$ cat src/rtl/arbitro_mux2_pkg.sv
// Shared types for the two-requester round-robin arbiter in front of mux2_1.
// Holds the FSM state encodings, the last-served pointer encodings and the counter width.
package arbitro_mux2_pkg;

  typedef enum logic [1:0] {
    IDLE  = 2'b00,
    GNT_A = 2'b01,
    GNT_B = 2'b10
  } state_t;

  typedef enum logic {
    LAST_A = 1'b0,
    LAST_B = 1'b1
  } side_t;

  localparam int CNT_W = 4;

endpackage

$ cat src/rtl/mux2_1.sv
// Plain 2:1 bit-vector multiplexer: s=0 passes a, s=1 passes b.
module mux2_1 #(
  parameter int WIDTH = 8
) (
  input  logic             s,
  input  logic [WIDTH-1:0] a,
  input  logic [WIDTH-1:0] b,
  output logic [WIDTH-1:0] y
);

  assign y = s ? b : a;

endmodule

$ cat src/rtl/arbitro_mux2.sv
// Round-robin arbiter owning the select of a mux2_1 shared by requesters A and B.
// Grants are burst-limited to MAX_HOLD cycles only while the other side competes.
module arbitro_mux2
  import arbitro_mux2_pkg::*;
#(
  parameter int WIDTH    = 8,
  parameter int MAX_HOLD = 4
) (
  input  logic             clk,
  input  logic             rst_n,
  input  logic             req_a,
  input  logic             req_b,
  input  logic [WIDTH-1:0] a,
  input  logic [WIDTH-1:0] b,
  output logic             sel,
  output logic             gnt_a,
  output logic             gnt_b,
  output logic [WIDTH-1:0] out,
  output logic             valid
);

  localparam logic [CNT_W-1:0] HOLD_MAX = CNT_W'(MAX_HOLD);
  localparam logic [CNT_W-1:0] CNT_ONE  = CNT_W'(1);

  state_t           state, state_nxt;
  side_t            last, last_nxt;
  logic [CNT_W-1:0] cnt, cnt_nxt;
  logic [WIDTH-1:0] mux_y;

  mux2_1 #(.WIDTH(WIDTH)) u_mux (
    .s (sel),
    .a (a),
    .b (b),
    .y (mux_y)
  );

  // NOTE: every signal gets a default before the case so no path leaves one unassigned (no latch).
  always_comb begin
    state_nxt = state;
    last_nxt  = last;
    cnt_nxt   = cnt;
    unique case (state)
      IDLE: begin
        if (req_a && (!req_b || last == LAST_B)) begin
          state_nxt = GNT_A;
          cnt_nxt   = CNT_ONE;
        end else if (req_b) begin
          state_nxt = GNT_B;
          cnt_nxt   = CNT_ONE;
        end
      end
      GNT_A: begin
        if (!req_a) begin
          last_nxt  = LAST_A;
          state_nxt = req_b ? GNT_B : IDLE;
          cnt_nxt   = CNT_ONE;
        end else if (cnt < HOLD_MAX) begin
          cnt_nxt = cnt + CNT_ONE;
        end else begin
          // Burst limit reached: hand over only if B is waiting, otherwise restart the burst.
          cnt_nxt = CNT_ONE;
          if (req_b) begin
            state_nxt = GNT_B;
            last_nxt  = LAST_A;
          end
        end
      end
      GNT_B: begin
        if (!req_b) begin
          last_nxt  = LAST_B;
          state_nxt = req_a ? GNT_A : IDLE;
          cnt_nxt   = CNT_ONE;
        end else if (cnt < HOLD_MAX) begin
          cnt_nxt = cnt + CNT_ONE;
        end else begin
          cnt_nxt = CNT_ONE;
          if (req_a) begin
            state_nxt = GNT_A;
            last_nxt  = LAST_B;
          end
        end
      end
      default: state_nxt = IDLE;
    endcase
  end

  // NOTE: state and output registers use non-blocking assignments so all flops update together.
  always_ff @(posedge clk or negedge rst_n) begin
    if (!rst_n) begin
      state <= IDLE;
      last  <= LAST_B;
      cnt   <= '0;
      gnt_a <= 1'b0;
      gnt_b <= 1'b0;
      sel   <= 1'b0;
      valid <= 1'b0;
      out   <= '0;
    end else begin
      state <= state_nxt;
      last  <= last_nxt;
      cnt   <= cnt_nxt;
      // Grants and select decode the next state so they line up with the state register.
      gnt_a <= (state_nxt == GNT_A);
      gnt_b <= (state_nxt == GNT_B);
      if (state_nxt == GNT_A)      sel <= 1'b0;
      else if (state_nxt == GNT_B) sel <= 1'b1;
      valid <= gnt_a | gnt_b;
      if (gnt_a || gnt_b) out <= mux_y;
    end
  end

endmodule

$ cat config.mk
export PLATFORM = sky130hd
export DESIGN_NAME = arbitro_mux2
export DESIGN_NICKNAME = d
export VERILOG_FILES = /design/src/rtl/arbitro_mux2_pkg.sv /design/src/rtl/mux2_1.sv /design/src/rtl/arbitro_mux2.sv
export SDC_FILE = /design/constraint.sdc
export NUM_CORES = 1
export LEC_CHECK = 0
export BUFFER_PORTS_ARGS = -buffer_cell sky130_fd_sc_hd__buf_2
export CORE_AREA = 2 2 63 65
export DETAILED_ROUTE_END_ITERATION = 12
export DIE_AREA = 0 0 65 67
export SYNTH_ARGS = -nofsm -noshare
export SYNTH_HDL_FRONTEND = slang
export SYNTH_SLANG_ARGS = --single-unit
$ cat constraint.sdc
create_clock -name clk -period 2.3 [get_ports clk]
set_clock_uncertainty 0.05 [all_clocks]
set_input_delay 0.345 -clock clk [delete_from_list [all_inputs] [get_ports clk]]
set_output_delay 0.345 -clock clk [all_outputs]
set_load 0.01 [all_outputs]
== Word-level counts from Yosys, hierarchy flattened ==
Cells that the tools add are included.
Cells by class
  eq/ne operators: 9
  order comparisons: 1
  multiplexer cells: 26
  bitwise logic cells: 1
  $add $sub $neg: 1
  reductions and logical operators: 10
Operators with widths (number)
  4-bit two-way mux: 5
  2-bit two-way mux: 8
  3-bit inequality test, second input constant: 5
  4-bit one-hot mux with 3 select lines: 1
  1-bit two-way mux: 9
  8-bit two-way mux: 1
  2-bit one-hot mux with 3 select lines: 1
  5-bit AND reduction: 1
  4-bit by 1-bit adder with 4-bit output, second input constant: 1
  2-bit by 1-bit == test with 1-bit output, second input constant: 2
  2-bit == test, second input constant: 2
  4-bit by 3-bit < comparator with 1-bit output, second input constant: 1
  2-bit nonzero test: 2
  3-bit nonzero test: 1
  2-bit logical NOT: 1
  1-bit logical OR: 2
  1-bit one-hot mux with 2 select lines: 1
  2-bit AND reduction: 1
  1-bit logical AND: 1
  1-bit logical NOT: 1
  1-bit bitwise OR: 1
Word-level totals
  output and inout bits: 12
  word-level logic and storage cells: 56
  flip-flop bits (word level): 19
  bits of input ports: 20

== Depth between registers and ports, before layout ==
  word-level depth: 8
  depth in mapped cells: 10
  depth with buffers taken out: 9

== Cells and area by module ==
A second synthesis with hierarchy kept.
Unflattened totals
  cells, all modules: 94
  area, all modules: 1103.6 um^2
By module, submodules not included
  arbitro_mux2: area an instance 972.2 um^2, cells each 85, sequential area each 476.7 um^2, instances 1
  mux2_1: area an instance 131.4 um^2, cells each 9, sequential area each 0.0 um^2, instances 1

== Least setup slack after synthesis ==
No wires, ideal clock.
  path kind: register to register
  start: register state[1]
  end: register sel
  arrival: 1.719 ns
  path buffers: 1
  period minus slack after synthesis: 1.852 ns
  setup slack: 0.448 ns
  stages on the path, launching flop included: 10
  data required time: 2.167 ns
  path through: dfrtp_1 inv_2 ha_1 buf_2 o21ai_1 o311ai_2 a22oi_1 or3_1 ha_1 o21ai_0
Between the ends
  word-level cells in the longest chain between the ends: 6
Ends and longest elaborated chain
  start, declared: RTL line arbitro_mux2.sv:25  | state_t state, state_nxt;
  start signal, assigned: RTL line arbitro_mux2.sv:99  | state <= state_nxt;
  2-bit two-way mux (on tied branches): RTL line arbitro_mux2.sv:77, arbitro_mux2.sv:47, arbitro_mux2.sv:62
  2-bit two-way mux (on tied branches): RTL line arbitro_mux2.sv:73, arbitro_mux2.sv:57
  2-bit two-way mux (on tied branches): RTL line arbitro_mux2.sv:69, arbitro_mux2.sv:53
  2-bit one-hot mux with 3 select lines *: RTL line arbitro_mux2.sv:42  | unique case (state)
  2-bit by 1-bit == test with 1-bit output / 2-bit == test (equally long branches): RTL line arbitro_mux2.sv:105, arbitro_mux2.sv:106
  1-bit two-way mux / 2-bit nonzero test (equally long branches)
  end signal, assigned: RTL line arbitro_mux2.sv:95  | sel <= 1'b0;
  end signal, assigned: RTL line arbitro_mux2.sv:105  | if (state_nxt == GNT_A) sel <= 1'b0;
  end signal, assigned: RTL line arbitro_mux2.sv:106  | else if (state_nxt == GNT_B) sel <= 1'b1;
  end, declared: RTL line arbitro_mux2.sv:15  | output logic sel,
Every way passes the cells marked *; elsewhere a longest branch is shown, timed or not.
A chain may end at the register's enable or synchronous reset.

== Worst setup path after layout ==
  start: register state[1]
  end: register sel
Between the ends
  word-level cells in the longest chain between the ends: 6
Ends and longest elaborated chain (RTL line)
  2-bit two-way mux (on tied branches): arbitro_mux2.sv:77, arbitro_mux2.sv:47, arbitro_mux2.sv:62
  2-bit two-way mux (on tied branches): arbitro_mux2.sv:73, arbitro_mux2.sv:57
  2-bit two-way mux (on tied branches): arbitro_mux2.sv:69, arbitro_mux2.sv:53
  2-bit one-hot mux with 3 select lines *: arbitro_mux2.sv:42
  named net state_nxt[1]: arbitro_mux2.sv:25
  2-bit by 1-bit == test with 1-bit output / 2-bit == test (equally long branches): arbitro_mux2.sv:105, arbitro_mux2.sv:106
  1-bit two-way mux / 2-bit nonzero test (equally long branches)
Mark *: on every way through the listed nets, which the timed path passes. The rest lies on a longest branch.

==> out/results.md <==
| Group | Result | Reported |
|---|---|---|
| outcome | Status | finished clean |
| flow run | Max Cap Violations | 0 |
| yosys | Proportion of synthesized chip area in sequential cells | 45.6% |
| timing | Number of hold violations in the final report | 0 |
| timing | Max-slew headroom at the worst pin | 66.9% |
| timing | Achievable frequency | 479 MHz |
| global route | Largest net degree at the start of global routing | 20 |
| layout | Most common cell after layout, fill and taps aside | buf_2 |
| cts | Number of levels the H-tree was split into | 1 |
| layout | Share of layout cells above drive strength 1 | 27.8% |
| hold path | Kind of path behind the tightest hold check | in -> reg |
| placed design | Instance area after placement | 1230 µm² |
| floorplan | Die X | 65 µm |
| placed design | Half-perimeter wire length after detailed placement | 1.59 mm |
| timing | Worst-Margin Slew | 0.496 ns |
| power | Total power divided by cell area | 1180 nW/µm² |
| placed design | Final RePlAce weighted congestion | 0.753 |
| timing | Setup TNS after final layout | 0 ns |
| floorplan | Core footprint | 3610 µm² |
| routing | Iteration-0 DRC Markers | 8 |
| routing | Average wire length per cell after detail routing | 11.5 µm |
| critical path | Crit path kind | reg -> reg |
| placed design | Number of port buffers | 31 |
| layout | Number of diodes added for antenna fixing | 0 |
| global route | Wire length of the first global-routing pass | 3.44 mm |
| yosys | Number of distinct library cells after synthesis | 32 |
| global route | All-Layer GR Usage | 10.1% |
| timing | Pins Over Slew Limit | 0 |
| floorplan | Number of top-level pins | 32 |
| cts | Post CTS Setup Buffer Count | 0 |
| critical path | Cell with the most instances on the worst path | ha_1 |
| cts | Root Driver | clkbuf_8 |
| timing | Part of the cycle the worst path needs | 90.7% |
| power | Leakage Power | 0.000614 µW |
| layout | Total number of nets in the final design | 162 |
| cts | Source-to-sink clock delay at the later pin of the worst-skew pair | 0.25 ns |
| critical path | Critical Path Start Type | flop |
| yosys | Number of register bits inferred by synthesis | 19 |
| floorplan | Die Ht | 67 µm |
| floorplan | Number of rows created at floorplan | 22 |
| power | IR Drop Worst-Case VDD | 329 µV |
| routing | Number of optimization iterations in the first detailed-route pass | 4 |
| layout | Area growth from synthesis to final layout | 22.5% |
| cts | Number of buffers inserted during clock tree synthesis | 3 |
| critical path | Category of cells accounting for the largest share of critical-path delay | adder cells |
| timing | Time the final worst path needs with I/O delays and setup | 2.09 ns |
| critical path | Register-to-register path setup slack | 0.21 ns |
| floorplan | Initial Util | 29.0% |
| critical path | Crit path buf inv count | 1 |
| timing | Count of final setup violators | 0 |
| global route | Total overflow reported by the global router | 0 |
| yosys | Net Count, Synth | 131 |
| yosys | Netlist area before placement | 1050 µm² |
| routing | Sum of routed wire length over all layers | 2.08 mm |
| cts | Longest Clk Path Bufs | 2 |
| critical path | Critical Path Sink Type | flop |
| routing | Remaining antenna violation count | 0 |
| critical path | Required time at the worst-slack endpoint | 2.38 ns |
| layout | Layout Cell Area excl Fill | 1280 µm² |
| timing | Unrepaired setup endpoints after global routing | false |
| routing | Per-cell via count in the routed design | 4.72 |
| critical path | Arrival time worst endpoint | 2.17 ns |
| floorplan | Die area | 4360 µm² |
| cts | CTS tree | built |
| yosys | Post-synthesis cell count | 103 |
| global route | Number of global-route vias before repair | 803 |
| cts | Register clock-pin slew on the reported worst setup and hold paths | 0.07 ns |
| global route | Number of antenna violations at the first check in global routing | 0 |
| cts | Total clock sinks | 19 |
| yosys | Mean post-synth cell area | 10.2 µm² |
| critical path | Worst path cell trace | inv_2, ha_1, o21ai_1, o311ai_2, a22oi_1, nor3_1, ha_1, nand2_1, o21ai_0 |
| critical path | Highest fanout seen on the critical path | 9 |
| layout | Commonest non-fill, non-tap cells in the layout | 31 x buf_2, 18 x dfrtp_1, 12 x a21oi_1 |
| routing | Post-detailed-route DRC marker count | 0 |
| critical path | CP max stage delay | 0.44 ns |
| routing | Vias | 855 |
| critical path | Max stage delay cell, worst path | dfrtp_1 |
| yosys | Synth warn | 0 |
## logic make-up (layout without fill, tap and decap cells)
family | after synthesis | after routing | synth area share [%]
buf+inv | 11 | 41 | 5.14
fa+ha+maj | 8 | 8 | 9.57
mux | 9 | 9 | 8.61
simple gates | 25 | 25 | 12.1
flops | 19 | 19 | 45.6
compound gates | 31 | 31 | 19.0
## path summary, 6_finish.rpt
path | from | cells after the start | endpoint
max in group asynchronous | rst_n | 2 | last$_DFFE_PN1P_
worst max-delay path | state[1]$_DFF_PN0_ | 9 | sel$_DFFE_PN0P_
worst min register to register | cnt[1]$_DFFE_PN0P_ | 1 | cnt[1]$_DFFE_PN0P_
worst min-delay path | req_b | 2 | last$_DFFE_PN1P_
worst max register to register | state[1]$_DFF_PN0_ | 9 | sel$_DFFE_PN0P_
min in group asynchronous | rst_n | 2 | out[0]$_DFFE_PN0P_
## routing by layer
layer  up-vias  track usage, %  wire length, µm
met3         2            2.20              184
met2        37            16.9              914
met4         0            3.19               10
met5         -               0                0
li1        425               -                -
met1       391            13.0              973
## synthesized netlist by cell type
cell type	number	share of area (%)
and2_1	2	1.2
a211oi_1	1	0.72
nor2_1	11	3.9
inv_1	4	1.4
nand3b_1	1	0.72
ha_1	8	9.6
clkbuf_4	1	0.72
inv_2	1	0.36
a22oi_1	1	0.72
and4_1	1	0.84
nor3_1	1	0.48
o21ai_0	3	1.4
buf_4	1	0.72
or2_1	1	0.60
o311ai_2	1	1.6
o21ai_1	4	1.9
o22ai_1	1	0.60
buf_2	4	1.9
dfrtp_1	18	43
nand2b_1	3	1.8
nor2b_1	1	0.60
a22o_1	3	2.5
dfstp_2	1	2.5
a21boi_1	1	0.72
a32oi_1	2	1.7
a21oi_1	12	5.7
a31oi_1	1	0.60
a31o_1	1	0.84
mux2i_1	9	8.6
nand2_1	2	0.72
nand4_1	1	0.60
or3_1	1	0.60
## sequential cells by signal (all words and copies together) (netlist names)
register  flops
gnt_a         1
cnt           4
last          1
sel           1
valid         1
gnt_b         1
state         2
out           8
## worst register-to-register path, stage by stage (launching register included)
cell and delay (ns):
dfrtp_1 0.44, inv_2 0.11, ha_1 0.34, o21ai_1 0.14
o311ai_2 0.08, a22oi_1 0.13, nor3_1 0.25, ha_1 0.29
nand2_1 0.06, o21ai_0 0.08
## area by class of cell
| class | count | area [µm²] |
|---|---|---|
| fillers | 369 | 2320 |
| multi-input cells | 73 | 515 |
| flip-flops and latches | 19 | 477 |
| repair buffers | 32 | 165 |
| well taps | 48 | 60.1 |
| clock buffers | 4 | 45.0 |
| inverters | 5 | 18.8 |
## repair_timing
action	in CTS	in global routing
hold endpoints to repair	18	0
hold buffers	1	0
resized for setup	0	0
## metrics by stage
| step | utilization [%] | worst slack (ns) | hold WS (ns) | instances | power, µW |
|---|---|---|---|---|---|
| final | 35.5 | 0.214 | 0.347 | 181 | 1510 |
| after global routing | 35.5 | 0.0333 | 0.361 | 181 | 1650 |
| after CTS | 35.5 | 0.228 | 0.335 | 181 | 1530 |
| after detailed placement | 34.0 | 0.245 | 0.259 | 176 | 1300 |
| after global placement | 34.0 | 0.357 | 0.254 | 176 | 1280 |
| after floorplan | - | 0.448 | -0.000591 | 103 | 1100 |
## power breakdown
part | internal [µW] | switching (µW)
sequential | 479 | 116
combinational | 317 | 377
clock | 123 | 102
Note: power is estimated with default switching activity, not from simulation.
